**config.mk**
```make
export PLATFORM = sky130hd
export DESIGN_NAME = xadc_drp_sequencer
export DESIGN_NICKNAME = d
export VERILOG_FILES = /design/src/rtl/xadc_drp_sequencer.sv
export SDC_FILE = /design/constraint.sdc
export NUM_CORES = 1
export LEC_CHECK = 0
export BUFFER_PORTS_ARGS = -buffer_cell sky130_fd_sc_hd__buf_2
export CORE_MARGIN = 4
export CORE_UTILIZATION = 47
export DETAILED_ROUTE_END_ITERATION = 6
export PLACE_DENSITY = 0.77
export SETUP_SLACK_MARGIN = 0.3
export SLEW_MARGIN = 20
export SYNTH_ARGS = -nofsm -noshare
export SYNTH_HDL_FRONTEND = slang
export SYNTH_SLANG_ARGS = --single-unit
```
**constraint.sdc**
```tcl
create_clock -name clk -period 2.19 [get_ports clk]
set_input_delay 0.1095 -clock clk [delete_from_list [all_inputs] [get_ports clk]]
set_output_delay 0.1095 -clock clk [all_outputs]
set_load 0.02 [all_outputs]
```
**src/rtl/xadc_drp_sequencer.sv**
```systemverilog
// Scans NUM_CH consecutive XADC DRP status registers after each end-of-sequence
// and streams the 12-bit results with a channel tag over valid/ready.
// Optional DRP read timeout is enabled by defining DRP_TIMEOUT_EN.
module xadc_drp_sequencer #(
    parameter int unsigned NUM_CH    = 13,
    parameter logic [6:0]  BASE_ADDR = 7'h10,
    parameter int unsigned TIMEOUT   = 255
) (
    input  logic        clk,
    input  logic        rst,
    input  logic        eos_in,
    output logic [6:0]  drp_daddr,
    output logic        drp_den,
    input  logic [15:0] drp_do,
    input  logic        drp_drdy,
    output logic [11:0] sample,
    output logic [3:0]  sample_ch,
    output logic        sample_valid,
    input  logic        sample_ready,
    output logic        scan_done,
    output logic        overrun,
    output logic        timeout_err
);

    typedef enum logic [1:0] {
        S_IDLE  = 2'd0,
        S_ISSUE = 2'd1,
        S_WAIT  = 2'd2,
        S_OUT   = 2'd3
    } state_t;

    localparam logic [3:0] LAST_CH  = 4'(NUM_CH - 1);
    localparam logic [7:0] TMO_LAST = 8'(TIMEOUT - 1);

    state_t      state_q;
    logic [3:0]  ch_q;
    logic [6:0]  daddr_q;
    logic        den_q;
    logic [11:0] sample_q;
    logic [3:0]  sample_ch_q;
    logic        valid_q;
    logic        done_q;
    logic        overrun_q;
`ifdef DRP_TIMEOUT_EN
    logic [7:0]  tmo_cnt_q;
    logic        timeout_err_q;
`endif

    // Scan sequencer: one DRP read outstanding at a time, result held until accepted.
    always_ff @(posedge clk or negedge rst) begin
        if (!rst) begin
            state_q       <= S_IDLE;
            ch_q          <= 4'd0;
            daddr_q       <= BASE_ADDR;
            den_q         <= 1'b0;
            sample_q      <= 12'd0;
            sample_ch_q   <= 4'd0;
            valid_q       <= 1'b0;
            done_q        <= 1'b0;
            overrun_q     <= 1'b0;
`ifdef DRP_TIMEOUT_EN
            tmo_cnt_q     <= 8'd0;
            timeout_err_q <= 1'b0;
`endif
        end else begin
            den_q  <= 1'b0;
            done_q <= 1'b0;
            if (eos_in && (state_q != S_IDLE)) begin
                overrun_q <= 1'b1;
            end
            case (state_q)
                S_IDLE: begin
                    if (eos_in) begin
                        ch_q    <= 4'd0;
                        daddr_q <= BASE_ADDR;
                        den_q   <= 1'b1;
                        state_q <= S_ISSUE;
                    end
                end
                S_ISSUE: begin
                    // drdy coinciding with den is not a valid response
`ifdef DRP_TIMEOUT_EN
                    tmo_cnt_q <= 8'd1;
`endif
                    state_q <= S_WAIT;
                end
                S_WAIT: begin
                    if (drp_drdy) begin
                        sample_q    <= drp_do[15:4];
                        sample_ch_q <= ch_q;
                        valid_q     <= 1'b1;
                        state_q     <= S_OUT;
                    end
`ifdef DRP_TIMEOUT_EN
                    else if (tmo_cnt_q == TMO_LAST) begin
                        sample_q      <= 12'h000;
                        sample_ch_q   <= ch_q;
                        valid_q       <= 1'b1;
                        timeout_err_q <= 1'b1;
                        state_q       <= S_OUT;
                    end else begin
                        tmo_cnt_q <= tmo_cnt_q + 8'd1;
                    end
`endif
                end
                S_OUT: begin
                    if (sample_ready) begin
                        valid_q <= 1'b0;
                        if (ch_q < LAST_CH) begin
                            ch_q    <= ch_q + 4'd1;
                            daddr_q <= BASE_ADDR + 7'(ch_q) + 7'd1;
                            den_q   <= 1'b1;
                            state_q <= S_ISSUE;
                        end else begin
                            done_q  <= 1'b1;
                            ch_q    <= 4'd0;
                            daddr_q <= BASE_ADDR;
                            state_q <= S_IDLE;
                        end
                    end
                end
                default: state_q <= S_IDLE;
            endcase
        end
    end

    assign drp_daddr    = daddr_q;
    assign drp_den      = den_q;
    assign sample       = sample_q;
    assign sample_ch    = sample_ch_q;
    assign sample_valid = valid_q;
    assign scan_done    = done_q;
    assign overrun      = overrun_q;

    // Status nibble of drp_do carries no sample data
    logic unused_bits;
`ifdef DRP_TIMEOUT_EN
    assign timeout_err = timeout_err_q;
    assign unused_bits = ^drp_do[3:0];
`else
    assign timeout_err = 1'b0;
    assign unused_bits = ^{drp_do[3:0], TMO_LAST};
`endif

endmodule

```
==> flow_summary.json <==
{
  "cts_buffers": 3,
  "p_per_area_nw_per_um2": 1300,
  "timing_hold_violations_final": 0,
  "p_clk_frac": 0.151,
  "critPathSlowestCell": "dfrtp_1",
  "maxSlewHeadroom": 0.590,
  "synth-seq-cells": 28,
  "fmax_mhz": 567,
  "hold_end": "overrun",
  "holdPathStages": 2,
  "cts.sinks": 28,
  "wl_per_cell_um": 14.7,
  "rrSetupSlack_ns": 0.42,
  "grt_pass1_vias": 1035,
  "ios": 49,
  "power_switching_uw": 870,
  "portBuffers": 42,
  "firstDrtPassIters": 6,
  "slowest_delay_ns": 0.47,
  "setup.worst_path.class": "reg -> reg",
  "min_period_over_period": 0.806,
  "power.share.combinational": 0.465,
  "crit_required_ns": 2.42,
  "dpl.hpwl_um": 1990,
  "via_per_inst": 5.16,
  "rows": 18,
  "core_um2": 2520,
  "dieArea_um2": 3590,
  "status": "complete, no violations",
  "ys_seq_area_frac": 0.554,
  "hold_start": "eos_in",
  "worst_ir_drop_vdd_mv": 0.875,
  "tns_ns": 0,
  "critical_path_buf_inv_count": 1,
  "cp.arrival_ns": 1.99,
  "syn_avg_cell_area_um2": 12.7,
  "cts_root_buf": "clkbuf_4",
  "num-fill-cells": 196,
  "wirelength_um": 2760,
  "p_sw_frac": 0.395,
  "synth_area_um2": 1270,
  "setup_violations": 0,
  "vias": 970,
  "final_antenna_net_count": 0,
  "cellInternalPower_uw": 1330,
  "nets": 186,
  "overflow": 0,
  "gp_congestion": 0.823,
  "hp-class": "in -> reg",
  "period_needed_ns": 1.77,
  "cts_tree": "done",
  "rsz0062_at_grt": "no",
  "netlist-cell-type-count": 34,
  "grt_pass1_wl_um": 4680,
  "die_w_um": 59.9,
  "area_delta_synth_final_pct": 33.5,
  "first_iter_violations": 24,
  "grtUsageTotal": 0.175,
  "worstSetupStartpointType": "flip-flop",
  "insertion_delay_ns": 0.32,
  "clk_pin_slew_ns": 0.15,
  "reg2reg_to": "drp_daddr[3]",
  "route.detailed.drc": 0,
  "drive_above_1_share": 0.323,
  "power_frac_seq": 0.385,
  "cpLargestDelayFamily": "simple AND/OR/NAND/NOR gates",
  "crit_fanout": 7,
  "yosys-top-cells-area": "dfrtp_1 53%, mux2_1 14%, ha_1 5.9%",
  "antenna_cells": 0,
  "cts_max_path_buffers": 2,
  "worstPathCellList": "inv_1 > ha_1 > nor2b_4 > or3_4 > a22o_1",
  "multi_input_area_um2": 537,
  "antenna_found_initial": 0,
  "holdWs_ns": 0.0623,
  "synth_top_cell_by_area": "dfrtp_1",
  "cp-end-kind": "flip-flop",
  "final-seq-area_um2": 702,
  "finClkSkew_ns": 0.00541,
  "yosysWarnings": 0,
  "start_util": 0.502,
  "rr_worst_depth": 5,
  "cts_htree_levels": 1,
  "r2r_start": "state_q[1]",
  "post_cts_buffers": 0,
  "slew_viol_final": 0,
  "die-height_um": 59.9,
  "grt_max_degree": 29,
  "max_cap_violations": 0,
  "worstSetupPathDepth": 5,
  "p_leak_uw": 0.000855,
  "worst_pin_slew_ns": 0.616,
  "synth.top_cell.area_share": 0.533,
  "synthCells": 100
}
[cell type report]
type                            count  share of cell area
Clock buffer                        3              0.0133
Clock inverter                      1              0.0178
Inverter                            4             0.00888
Multi-Input combinational cell     66               0.317
Sequential cell                    28               0.415
Tap cell                           30              0.0222
Timing Repair Buffer               56               0.206
[power by group through the flow]
stage	clock network, µW	registers (µW)	logic (µW)
detailed placement	0	859	1010
floorplan	0	1060	468
global placement	0	839	969
finish	332	847	1020
CTS	343	846	1030
global route	367	875	1120
[timing repair]
| item | 4_1_cts | 5_1_grt |
|---|---|---|
| gates resized for setup | 0 | 1 |
| hold buffers | 13 | 0 |
| endpoints found under the setup margin | 0 | 16 |
| hold endpoints to repair | 39 | 0 |
[synthesized netlist by cell type (all sizes together)]
master / instances
a32oi: 1
nor2: 8
and2: 1
a211oi: 3
a2bb2oi: 1
a32o: 1
nor4b: 1
nand2: 4
nor2b: 4
nor3: 1
a21o: 3
a31oi: 1
inv: 4
nand2b: 1
or3b: 1
o22a: 1
dfrtp: 27
o21ai: 2
or2: 1
o21ba: 1
a22o: 1
nand3: 1
conb: 1
nand4b: 1
nor4: 1
or3: 1
dfstp: 1
buf: 3
a21oi: 1
ha: 6
mux2: 16
[cell families (layout without fill, tap and decap cells)]
logic type	after synthesis	in the layout	synth area share
flip-flops	28	28	0.554
other	1	2	0.00296
multiplexers	16	16	0.142
AND/OR/NAND/NOR	26	26	0.118
AO/OA/AOI/OAI	16	16	0.0958
buffers and inverters	7	64	0.0276
adder cells (fa/ha/maj)	6	6	0.0592
[worst reg2reg max path: stages, from the launching register on]
cell and delay (ns):
dfrtp_1 0.47, inv_1 0.10, ha_1 0.26, nor2b_4 0.18, or3_4 0.42, a22o_1 0.24
[placed cells by master, fill, tap and decap left out]
| cell | Yosys | routed |
|---|---|---|
| inv_1 | 4 | 4 |
| nor2b_4 | 1 | 1 |
| buf_2 | 1 | 42 |
| nand2_2 | 0 | 1 |
| conb_1 | 1 | 2 |
| nand2_1 | 4 | 3 |
| a21oi_1 | 1 | 1 |
| nand2b_1 | 1 | 1 |
| nand4b_1 | 1 | 1 |
| and2_1 | 1 | 1 |
| nand3_1 | 1 | 1 |
| or3b_1 | 1 | 1 |
| dfrtp_1 | 27 | 27 |
| ha_1 | 6 | 6 |
| clkbuf_4 | 0 | 3 |
| or3_4 | 1 | 1 |
| nor4_1 | 1 | 1 |
| a21o_1 | 3 | 3 |
| nor3_1 | 1 | 1 |
| or2_1 | 1 | 1 |
| a2bb2oi_1 | 1 | 1 |
| o22a_1 | 1 | 1 |
| a31oi_1 | 1 | 1 |
| bufinv_16 | 0 | 1 |
| a32oi_1 | 1 | 1 |
| nor2b_1 | 3 | 3 |
| nor4b_1 | 1 | 1 |
| a211oi_1 | 3 | 3 |
| o21ai_1 | 1 | 1 |
| o21ai_0 | 1 | 1 |
| dfstp_2 | 1 | 1 |
| buf_4 | 2 | 1 |
| o21ba_1 | 1 | 1 |
| a22o_1 | 1 | 1 |
| a32o_1 | 1 | 1 |
| mux2_1 | 16 | 16 |
| dlygate4sd3_1 | 0 | 13 |
| nor2_1 | 8 | 8 |
[per-stage QoR]
stage	utilization	power [µW]	worst slack, ns	cells	cell area (µm²)
final	0.671	2200	0.425	188	1690
after global routing	0.671	2360	0.345	188	1690
after CTS	0.670	2220	0.363	188	1690
after detailed placement	0.597	1870	0.398	171	1510
after global placement	0.597	1810	0.467	171	1510
after floorplan	-	1530	0.594	101	1270
[layer usage]
metal / track usage / routed length, µm / vias up
met2: 0.330 / 1420 / 30
met4: 0.0475 / 8 / 0
met1: 0.201 / 1190 / 475
li1: - / - / 463
met3: 0.0259 / 139 / 2
met5: 0 / 0 / -
[worst max path at each step]
stage                     startpoint            to  slack, ns
after floorplan           state_q[0]  drp_daddr[3]       0.59
after global placement    state_q[0]    sample[11]       0.47
after detailed placement  state_q[0]  sample_ch[2]       0.40
after CTS                 state_q[0]  sample_ch[2]       0.36
after global routing      state_q[1]  drp_daddr[3]       0.35
final                     state_q[1]  drp_daddr[3]       0.42
[state kept, by name, indices dropped and copies added (netlist names)]
name and cells:
ch_q 3, drp_daddr 3, drp_den 1, overrun 1, sample 12, sample_ch 4, sample_valid 1, scan_done 1
state_q 2
(Power assumes the default switching activity.)
